### src/rtl/regfile_scoreboard_if.sv
`default_nettype none
// ============================================================================
// Module      : regfile_scoreboard_if
// Description : Bundle of signals between the writeback/decode stages and the
//               register file scoreboard.
//               master : pipeline side. It drives the write, retire, read and
//                        issue requests and receives the read data, stall and
//                        error outputs.
//               slave  : register file side.
// Revision    : 1.0 - initial release
// ============================================================================
interface regfile_scoreboard_if #(
  parameter int DW   = 16,
  parameter int NREG = 16
);
  localparam int AW = $clog2(NREG);

  // Write port from writeback
  logic          w_on;
  logic [AW-1:0] waddr;
  logic [DW-1:0] datain;
  // Retirement from writeback
  logic          endwrite;
  logic [AW-1:0] endreg;
  // Decode read ports
  logic [AW-1:0] raddr_a;
  logic [AW-1:0] raddr_b;
  logic          rden_a;
  logic          rden_b;
  // Decode issue
  logic          issue;
  logic [AW-1:0] issue_reg;
  // Results
  logic [DW-1:0] rdata_a;
  logic [DW-1:0] rdata_b;
  logic          stall;
  logic          err;

  modport master (
    output w_on, waddr, datain, endwrite, endreg,
           raddr_a, raddr_b, rden_a, rden_b, issue, issue_reg,
    input  rdata_a, rdata_b, stall, err
  );

  modport slave (
    input  w_on, waddr, datain, endwrite, endreg,
           raddr_a, raddr_b, rden_a, rden_b, issue, issue_reg,
    output rdata_a, rdata_b, stall, err
  );
endinterface
`default_nettype wire

### src/rtl/regfile_scoreboard.sv
`default_nettype none
// ============================================================================
// Module      : regfile_scoreboard
// Description : Sixteen-entry register file with two combinational read ports,
//               same-cycle write bypass, and a per-register pending-write
//               counter that stalls decode on RAW and WAW hazards.
// Ports       : clk   - rising-edge clock
//               rst_n - asynchronous active-low reset
//               bus   - regfile_scoreboard_if.slave. It carries the write,
//                       retire, read and issue inputs and the rdata, stall
//                       and err outputs.
// Revision    : 1.0 - initial release
// ============================================================================
module regfile_scoreboard #(
  parameter int DW   = 16,
  parameter int NREG = 16,
  parameter int CW   = 2
) (
  input  wire logic             clk,
  input  wire logic             rst_n,
  regfile_scoreboard_if.slave   bus
);
  localparam int          AW     = $clog2(NREG);
  localparam logic [CW-1:0] C_CNT_MAX = {CW{1'b1}};

  logic [DW-1:0]   regs_q [NREG];
  logic [DW-1:0]   regs_d [NREG];
  logic [CW-1:0]   cnt_q  [NREG];
  logic [CW-1:0]   cnt_d  [NREG];
  logic            err_q;
  logic            err_d;
  logic [NREG-1:0] busy;
  logic            stall;

  // --------------------------------------------------------------------------
  // Busy map. A register whose only pending write is retiring this cycle is
  // free, because the retiring value is already on the bypass path.
  // --------------------------------------------------------------------------
  assign busy[0] = 1'b0;
  for (genvar r = 1; r < NREG; r++) begin : g_busy
    assign busy[r] = (cnt_q[r] != '0) &&
                     !(bus.endwrite && (bus.endreg == AW'(r)) &&
                       (cnt_q[r] == CW'(1)));
  end

  assign stall = (bus.rden_a && busy[bus.raddr_a]) ||
                 (bus.rden_b && busy[bus.raddr_b]) ||
                 (bus.issue  && busy[bus.issue_reg]);

  assign bus.stall = stall;
  assign bus.err   = err_q;

  // --------------------------------------------------------------------------
  // Read ports with same-cycle write bypass. The bypass ignores rden_x.
  // --------------------------------------------------------------------------
  always_comb begin
    bus.rdata_a = regs_q[bus.raddr_a];
    if (bus.raddr_a == '0)
      bus.rdata_a = '0;
    else if (bus.w_on && (bus.waddr == bus.raddr_a))
      bus.rdata_a = bus.datain;

    bus.rdata_b = regs_q[bus.raddr_b];
    if (bus.raddr_b == '0)
      bus.rdata_b = '0;
    else if (bus.w_on && (bus.waddr == bus.raddr_b))
      bus.rdata_b = bus.datain;
  end

  // --------------------------------------------------------------------------
  // Next-state: array write, counters, sticky error
  // --------------------------------------------------------------------------
  always_comb begin
    logic inc;
    logic dec;
    regs_d = regs_q;
    cnt_d  = cnt_q;
    err_d  = err_q;
    inc    = 1'b0;
    dec    = 1'b0;

    if (bus.w_on && (bus.waddr != '0))
      regs_d[bus.waddr] = bus.datain;

    cnt_d[0] = '0;
    for (int r = 1; r < NREG; r++) begin
      inc = bus.issue && !stall && (bus.issue_reg == AW'(r));
      dec = bus.endwrite && (bus.endreg == AW'(r));
      // Simultaneous increment and decrement cancel out.
      if (inc && !dec) begin
        if (cnt_q[r] == C_CNT_MAX) err_d = 1'b1;
        else                       cnt_d[r] = cnt_q[r] + CW'(1);
      end else if (dec && !inc) begin
        if (cnt_q[r] == '0) err_d = 1'b1;
        else                cnt_d[r] = cnt_q[r] - CW'(1);
      end
    end
  end

  always_ff @(posedge clk or negedge rst_n) begin
    if (!rst_n) begin
      for (int r = 0; r < NREG; r++) begin
        regs_q[r] <= '0;
        cnt_q[r]  <= '0;
      end
      err_q <= 1'b0;
    end else begin
      regs_q <= regs_d;
      cnt_q  <= cnt_d;
      err_q  <= err_d;
    end
  end
endmodule
`default_nettype wire

### src/flat_wrapper.sv
// flat-port wrapper written by rule: the top's interface ports become plain ports
module regfile_scoreboard_flat 
#(
  parameter int DW   = 16,
  parameter int NREG = 16,
  parameter int CW   = 2
)
  (clk, rst_n, bus_w_on, bus_waddr, bus_datain, bus_endwrite, bus_endreg, bus_raddr_a, bus_raddr_b, bus_rden_a, bus_rden_b, bus_issue, bus_issue_reg, bus_rdata_a, bus_rdata_b, bus_stall, bus_err);
  regfile_scoreboard_if #(.DW(DW), .NREG(NREG)) bus_i ();
  input  wire logic clk;
  input  wire logic rst_n;
  input wire logic [$bits(bus_i.w_on)-1:0] bus_w_on;
  input wire logic [$bits(bus_i.waddr)-1:0] bus_waddr;
  input wire logic [$bits(bus_i.datain)-1:0] bus_datain;
  input wire logic [$bits(bus_i.endwrite)-1:0] bus_endwrite;
  input wire logic [$bits(bus_i.endreg)-1:0] bus_endreg;
  input wire logic [$bits(bus_i.raddr_a)-1:0] bus_raddr_a;
  input wire logic [$bits(bus_i.raddr_b)-1:0] bus_raddr_b;
  input wire logic [$bits(bus_i.rden_a)-1:0] bus_rden_a;
  input wire logic [$bits(bus_i.rden_b)-1:0] bus_rden_b;
  input wire logic [$bits(bus_i.issue)-1:0] bus_issue;
  input wire logic [$bits(bus_i.issue_reg)-1:0] bus_issue_reg;
  output wire logic [$bits(bus_i.rdata_a)-1:0] bus_rdata_a;
  output wire logic [$bits(bus_i.rdata_b)-1:0] bus_rdata_b;
  output wire logic [$bits(bus_i.stall)-1:0] bus_stall;
  output wire logic [$bits(bus_i.err)-1:0] bus_err;
  assign bus_i.w_on = bus_w_on;
  assign bus_i.waddr = bus_waddr;
  assign bus_i.datain = bus_datain;
  assign bus_i.endwrite = bus_endwrite;
  assign bus_i.endreg = bus_endreg;
  assign bus_i.raddr_a = bus_raddr_a;
  assign bus_i.raddr_b = bus_raddr_b;
  assign bus_i.rden_a = bus_rden_a;
  assign bus_i.rden_b = bus_rden_b;
  assign bus_i.issue = bus_issue;
  assign bus_i.issue_reg = bus_issue_reg;
  assign bus_rdata_a = bus_i.rdata_a;
  assign bus_rdata_b = bus_i.rdata_b;
  assign bus_stall = bus_i.stall;
  assign bus_err = bus_i.err;
  regfile_scoreboard #(.DW(DW), .NREG(NREG), .CW(CW)) u_core (.clk(clk), .rst_n(rst_n), .bus(bus_i));
endmodule
### config.mk
export PLATFORM = sky130hd
export DESIGN_NAME = regfile_scoreboard_flat
export DESIGN_NICKNAME = d
export VERILOG_FILES = /design/src/rtl/regfile_scoreboard_if.sv /design/src/rtl/regfile_scoreboard.sv /design/src/flat_wrapper.sv
export SDC_FILE = /design/constraint.sdc
export NUM_CORES = 1
export LEC_CHECK = 0
export ABC_AREA = 1
export CAP_MARGIN = 20
export CORE_ASPECT_RATIO = 0.9
export CORE_MARGIN = 2
export CORE_UTILIZATION = 30
export CTS_BUF_LIST = sky130_fd_sc_hd__clkbuf_2
export CTS_CLUSTER_DIAMETER = 100
export DETAILED_ROUTE_END_ITERATION = 7
export DONT_BUFFER_PORTS = 1
export PLACE_DENSITY = 0.54
export SYNTH_ARGS = -nofsm -noshare
export SYNTH_HDL_FRONTEND = slang
export SYNTH_SLANG_ARGS = --single-unit
export TNS_END_PERCENT = 50
### constraint.sdc
create_clock -name clk -period 2.9 [get_ports clk]
set_input_delay 0.435 -clock clk [delete_from_list [all_inputs] [get_ports clk]]
set_output_delay 0.435 -clock clk [all_outputs]
set_load 0.02 [all_outputs]
==> After elaboration in Yosys (flattened, before gate mapping) <==
Index checks and enable logic that the tools add are counted.
{ "classes": {"magnitude_cmp": 7, "n_bitwise": 3, "add_sub_neg": 30, "n_reduce_logical": 209, "n_mux": 139, "eq_ne": 92} }
{ "op_table": {"columns": ["operator", "n"], "rows": [
  ["256-bit bitwise mux", 1],
  ["16-bit 2-to-1 mux", 9],
  ["16-bit binary-select mux with 4-bit select", 2],
  ["2-bit 2-to-1 mux", 60],
  ["1-bit logical AND", 98],
  ["16-bit demux with 4-bit select", 1],
  ["4-bit equality test, second input constant", 16],
  ["1-bit 2-to-1 mux", 63],
  ["2-bit nonzero test", 30],
  ["1-bit logical NOT", 46],
  ["3-bit AND reduction", 15],
  ["4-bit by 3-bit equality test with 1-bit output, second input constant", 8],
  ["2-bit by 1-bit adder with 2-bit output, second input constant", 15],
  ["2-bit by 1-bit equality test with 1-bit output, second input constant", 15],
  ["2-bit equality test, second input constant", 15],
  ["2-bit logical NOT", 15],
  ["2-bit by 1-bit != test with 1-bit output, second input constant", 15],
  ["2-bit != test, second input constant", 15],
  ["2-bit by 1-bit subtractor with 2-bit output, second input constant", 15],
  ["4-bit by 2-bit equality test with 1-bit output, second input constant", 4],
  ["5-bit greater-or-equal comparator, second input constant", 3],
  ["4-bit by 5-bit < comparator with 1-bit output, second input constant", 3],
  ["4-bit NOT with 5-bit output", 3],
  ["1-bit binary-select mux with 4-bit select", 3],
  ["6 further kinds", 10]
]} }
{ "word_totals": {"wordCells": 512, "output_inout_bits": 34, "input_bits": 43, "reg_bits": 287} }

==> Logic depth before layout (Yosys ltp) <==
Gate-level depths: netlist of run 1.
{ "depth": {"depth_word": 59, "mapped_depth": 21, "mapped_depth_nobuf": 20} }

==> Least setup slack after synthesis of run 1 <==
Ideal clock, no wire load.
{ "synth_path": {"path_type": "input to output", "startpoint": "input port bus_raddr_a[0]", "endpoint": "output port bus_rdata_a[6]", "arrival_time_ps": 2474, "path_slack_ps": -9, "stages": 9, "path_buffers": 4, "required_ps": 2465, "path_cell_list": "buf_2 -> inv_1 -> clkbuf_1 -> clkbuf_1 -> clkbuf_1 -> o21ai_0 -> a311oi_1 -> a2111oi_0 -> a211oi_1"} }
{ "synth_via": {"elab_chain_len": 6, "elab_cells_between_ends": 9, "cone_classes": "1 x eq/ne; 5 x mux; 1 x bitwise; 2 x reduce/logical"} }
{ "synth_rtl": {"columns": ["item", "line_no", "text"], "rows": [
  ["start: declaration", "flat_wrapper.sv:17", "input wire logic [$bits(bus_i.raddr_a)-1:0] bus_raddr_a;"],
  ["4-bit NOT with 5-bit output (implied by the code)", "regfile_scoreboard.sv:57", "bus.rdata_a = regs_q[bus.raddr_a];"],
  ["16-bit binary-select mux with 4-bit select", "regfile_scoreboard.sv:57", null],
  ["16-bit 2-to-1 mux (implied by the code) (2 in series)", "regfile_scoreboard.sv:57", null],
  ["16-bit 2-to-1 mux", "regfile_scoreboard.sv:60", "else if (bus.w_on && (bus.waddr == bus.raddr_a))"],
  ["16-bit 2-to-1 mux (*)", "regfile_scoreboard.sv:58", "if (bus.raddr_a == '0)"],
  ["end: declaration", "flat_wrapper.sv:23", "output wire logic [$bits(bus_i.rdata_a)-1:0] bus_rdata_a;"]
]} }
Every way passes the cells marked *; elsewhere a longest branch is shown, timed or not. The select of a mux whose other input is x is not followed.

==> Final worst setup path of run 1 <==
{ "layout_path": {"startpoint": "register u_core.regs_q[32] (netlist bit)", "endpoint": "output port bus_rdata_a[0]"} }
{ "layout_via": {"elab_chain_len": 5} }
{ "layout_rtl": {"columns": ["item", "line_no", "text"], "rows": [
  ["start: declaration", "regfile_scoreboard.sv:26", "logic [DW-1:0] regs_q [NREG];"],
  ["start signal: assignment", "regfile_scoreboard.sv:108", "regs_q <= regs_d;"],
  ["16-bit binary-select mux with 4-bit select", "regfile_scoreboard.sv:57", null],
  ["16-bit 2-to-1 mux (implied by the code) (2 in series)", "regfile_scoreboard.sv:57", null],
  ["16-bit 2-to-1 mux", "regfile_scoreboard.sv:60", null],
  ["16-bit 2-to-1 mux", "regfile_scoreboard.sv:58", null]
]} }
Every way passes these cells. The select of a mux whose other input is x is not followed.

==> metrics.md, run 1 <==
| Metric | Value |
|---|---|
| Status | `finished, violations left` |
| Failing checks | `negative hold slack, negative setup slack` |
| Slew Viols, Final | `0` |
| Adder-cell area share of the yosys netlist | `0.0323` |
| Crit path DAT | `2.76 ns` |
| Crit-path max cell delay | `0.42 ns` |
| CP endpoint | `bus_rdata_a[0]` |
| Pre-CTS setup slack | `0.114 ns` |
| Count leader, synth | `o21ai_0` |
| P&R area growth vs syn | `23.8%` |
| Worst setup SP type | `flip-flop` |
| Xor/xnor cell area share of the yosys netlist | `0.0151` |
| Average wire per standard cell | `20.7 um` |
| Top cells by area, synth | `dfrtp_1 (41%), o21ai_0 (14%), nand2_1 (9.1%)` |
| Die W | `258 um` |
| Required time of the critical path | `2.47 ns` |
| Worst r2r src | `u_core.cnt_q[7]` |
| Unrepaired setup endpoints after global routing | `true` |
| Cell Pwr Density | `614 mW/mm^2` |
| Fmax | `313 MHz` |
| WP buf/inv | `2` |
| Period minus WS final | `3.19 ns` |
| Setup violators final | `29` |
| Port buffer count | `0` |
| Compound-Gate Fraction of Synth Area | `0.267` |
| Leakage | `0.00951 uW` |
| Worst skew pair latency | `1.09 ns` |
| CP Launch Point | `u_core.regs_q[32]` |
| Fin area | `0.0216 sq mm` |
| P_sw | `5180 uW` |
| Seq pwr share | `0.420` |
| Initial Utilization | `0.304` |
| Clk buf depth | `3` |
| Synth warnings | `0` |
| Proportion of netlist area held by the largest area contributor | `0.412` |
| CP Capture Type | `output port` |
| Rows | `83` |
| Crit path max fanout | `3` |
| Worst path top cell family by delay | `compound AO/OA/AOI/OAI gates` |
| R2R depth | `18` |
| Final WL | `69000 um` |
| Post-synth EDFFs | `0` |
| Worst R2R End | `u_core.cnt_q[26]` |
| Global Route Usage Sum | `0.227` |
| R2R setup slack | `0.17 ns` |
| Post-route ant nets | `0` |
| Slowest cell on the critical path | `dfrtp_1` |
| Skew final | `0.0457 ns` |
| Hold Buf Count CTS | `64` |
| Pin count of the biggest net entering global routing | `288` |
| Htree depth | `3` |
| Max Cap Viol | `0` |
| Comb pwr share | `0.342` |
| Final worst slack | `-0.293 ns` |
| Die extent in y | `233 um` |
| Ports | `77` |
| Mux cell area share after synthesis | `0` |
| Worst Tran Pin Value | `0.952 ns` |
| Pint | `8060 uW` |
| Share of layout cells above drive strength 1 | `0.207` |
| GPL Wtd Cong | `0.909` |
| First-pass GRT wire length | `105000 um` |
| Max-slew headroom | `0.365` |
| Antenna violations before repair | `8` |
| Yosys reg bits | `287` |
| Area post-placement | `0.0187 sq mm` |
| Sequential area share after synthesis | `0.412` |
| Remaining Overflow, GRT | `0` |
| Largest family of logic cells by synthesized area | `compound AO/OA/AOI/OAI gates` |
| Synthesized cell area | `0.0174 sq mm` |
| Crit-path cells | `nor2_2 > nor2_2 > a221oi_2 > a311oi_2 > a2111oi_2 > buf_4 > a211oi_2 > buf_4` |
| Synth Net Count | `2482` |
| Number of global-route vias before repair | `17000` |
| Simple-Gate Fraction of Synth Area | `0.180` |
| Synthesized area per cell | `7.27 sq um` |
| Pre-antenna DRT Iters | `6` |
| Mapped Cells | `2394` |
| Detailed placer's ending HPWL | `43000 um` |
| Clk pin slew, worst setup/hold paths | `0.11 ns` |
| Die area | `0.0600 sq mm` |
| Top cells by count, synth | `o21ai_0 (486), nand2_1 (422), dfrtp_1 (287), a21oi_1 (226), inv_1 (225)` |
| Hold Worst Slack | `-0.896 ns` |
| Nets@finish | `2587` |
| CTS tree | `done` |
| Fraction of registers with async set/reset | `1.00` |
| Count of final hold-check violations | `287` |
| Synth cell types | `33` |
| Core Region | `0.0572 sq mm` |
| Cell count along the critical path | `8` |
| Tcrit/Tclk final | `1.10` |
| Initial DRC count | `1950` |
| Clock tree root buffer cell | `clkbuf_2` |
| Hold crit path type | `input port to asynchronous set/reset pin` |
| Area leader, netlist | `dfrtp_1` |
| WS Path Type | `flip-flop to output port` |
| CTS Sinks | `287` |
| CTS Buf Count | `83` |
| Clk pwr share | `0.237` |
| # DRC | `0` |
| Worst VDD drop | `0.000275 V` |
| Vias per cell | `5.42` |
| Switching portion of total power | `0.391` |
| Ys flop type | `dfrtp_1` |
| Layout Utilization | `0.377` |
| Via count | `18100` |
## area by class of cell
class / count / area [sq um]
clock inverter: 26 / 136
clock buffer: 121 / 606
antenna: 8 / 20.0
sequential: 287 / 7180
multi-input combinational: 1682 / 9800
timing repair buffer: 214 / 1980
fill: 5953 / 35700
tap: 765 / 957
inverter: 231 / 875
## per-layer routing
layer	share of wire	vias up	track usage
met4	0.031	4	0.0800
met2	0.42	813	0.334
met3	0.096	162	0.0503
met5	0.00033	-	0
li1	-	8359	-
met1	0.45	8726	0.326
## how the worst min path moves through the flow
stage,start,to,slack (ns),cells after the start
2_1_floorplan,rst_n,u_core.bus.err,0.14,0
3_3_place_gp,rst_n,u_core.regs_q[117],0.18,0
3_5_place_dp,rst_n,u_core.regs_q[101],0.18,0
4_1_cts,rst_n,u_core.regs_q[219],-1.02,0
5_1_grt,rst_n,u_core.regs_q[78],-1.02,0
6_report,rst_n,u_core.regs_q[78],-0.90,0
## flip-flops by register name, summed over array words and instances, names as in the netlist
signal / flops
u_core.cnt_q: 30
u_core.regs_q: 256
u_core.bus.err: 1
## kinds of logic (layout without fill, tap and decap cells)
kind of cell	count (synthesis)	after routing
AOI/OAI and AO/OA	858	858
and+or+nand+nor	749	749
buffers and inverters	425	592
DFF	287	287
adders and majority gates	45	45
xor gates and xnor gates	30	30
other	0	8
## power by group through the flow
stage	Sequential (uW)	Clock (uW)	Combinational (uW)
floorplan	5440	0	2610
global placement	5570	0	3480
detailed placement	5610	0	3570
CTS	5520	3250	4200
global route	5670	3480	5060
finish	5560	3140	4530
## stage by stage
stage,total power [uW],TNS [ns],cells
6_report,13200,-3.56,3334
5_1_grt,14200,-8.92,3330
4_1_cts,13000,-8.60,3308
3_5_place_dp,9180,0,3078
3_3_place_gp,9050,0,3078
2_1_floorplan,8050,-0.0133,2394
## placed cells by master (no fill, tap or decap), types with 4 or more instances in the layout
master / n
o21ai_0: 416
xor2_1: 30
a2111oi_4: 10
o22ai_1: 27
a2111oi_2: 15
dfrtp_1: 285
a31oi_4: 8
a211oi_2: 20
nand2_1: 401
a221oi_2: 11
dlymetal6s4s_1: 4
a311oi_2: 10
nor2_2: 14
o21ai_2: 17
buf_4: 128
ha_1: 40
clkinv_1: 20
o21ai_1: 68
dlygate4sd3_1: 60
inv_1: 184
a21oi_1: 198
clkbuf_2: 121
diode_2: 8
nand4_1: 21
nor2_1: 141
a21oi_2: 28
or2_1: 10
buf_6: 9
nor3_1: 4
nand2_2: 22
nand3_1: 111
a31oi_2: 5
nand3_2: 20
buf_12: 12
inv_2: 46
## what timing repair did
item / in CTS / in global routing
resized for setup: 156 / 199
cloned: 0 / 1
setup buffers: 24 / 21
pin swaps: 43 / 90
endpoints found under the setup margin: 31 / 54
hold endpoints to repair: 558 / 287
(Power assumes the default switching activity.)
==> run 2: changes to the inputs <==
- CAP_MARGIN: 20 -> 25
==> results of run 2 <==
The final DEF is identical to that of run 1; final timing and power are the same.
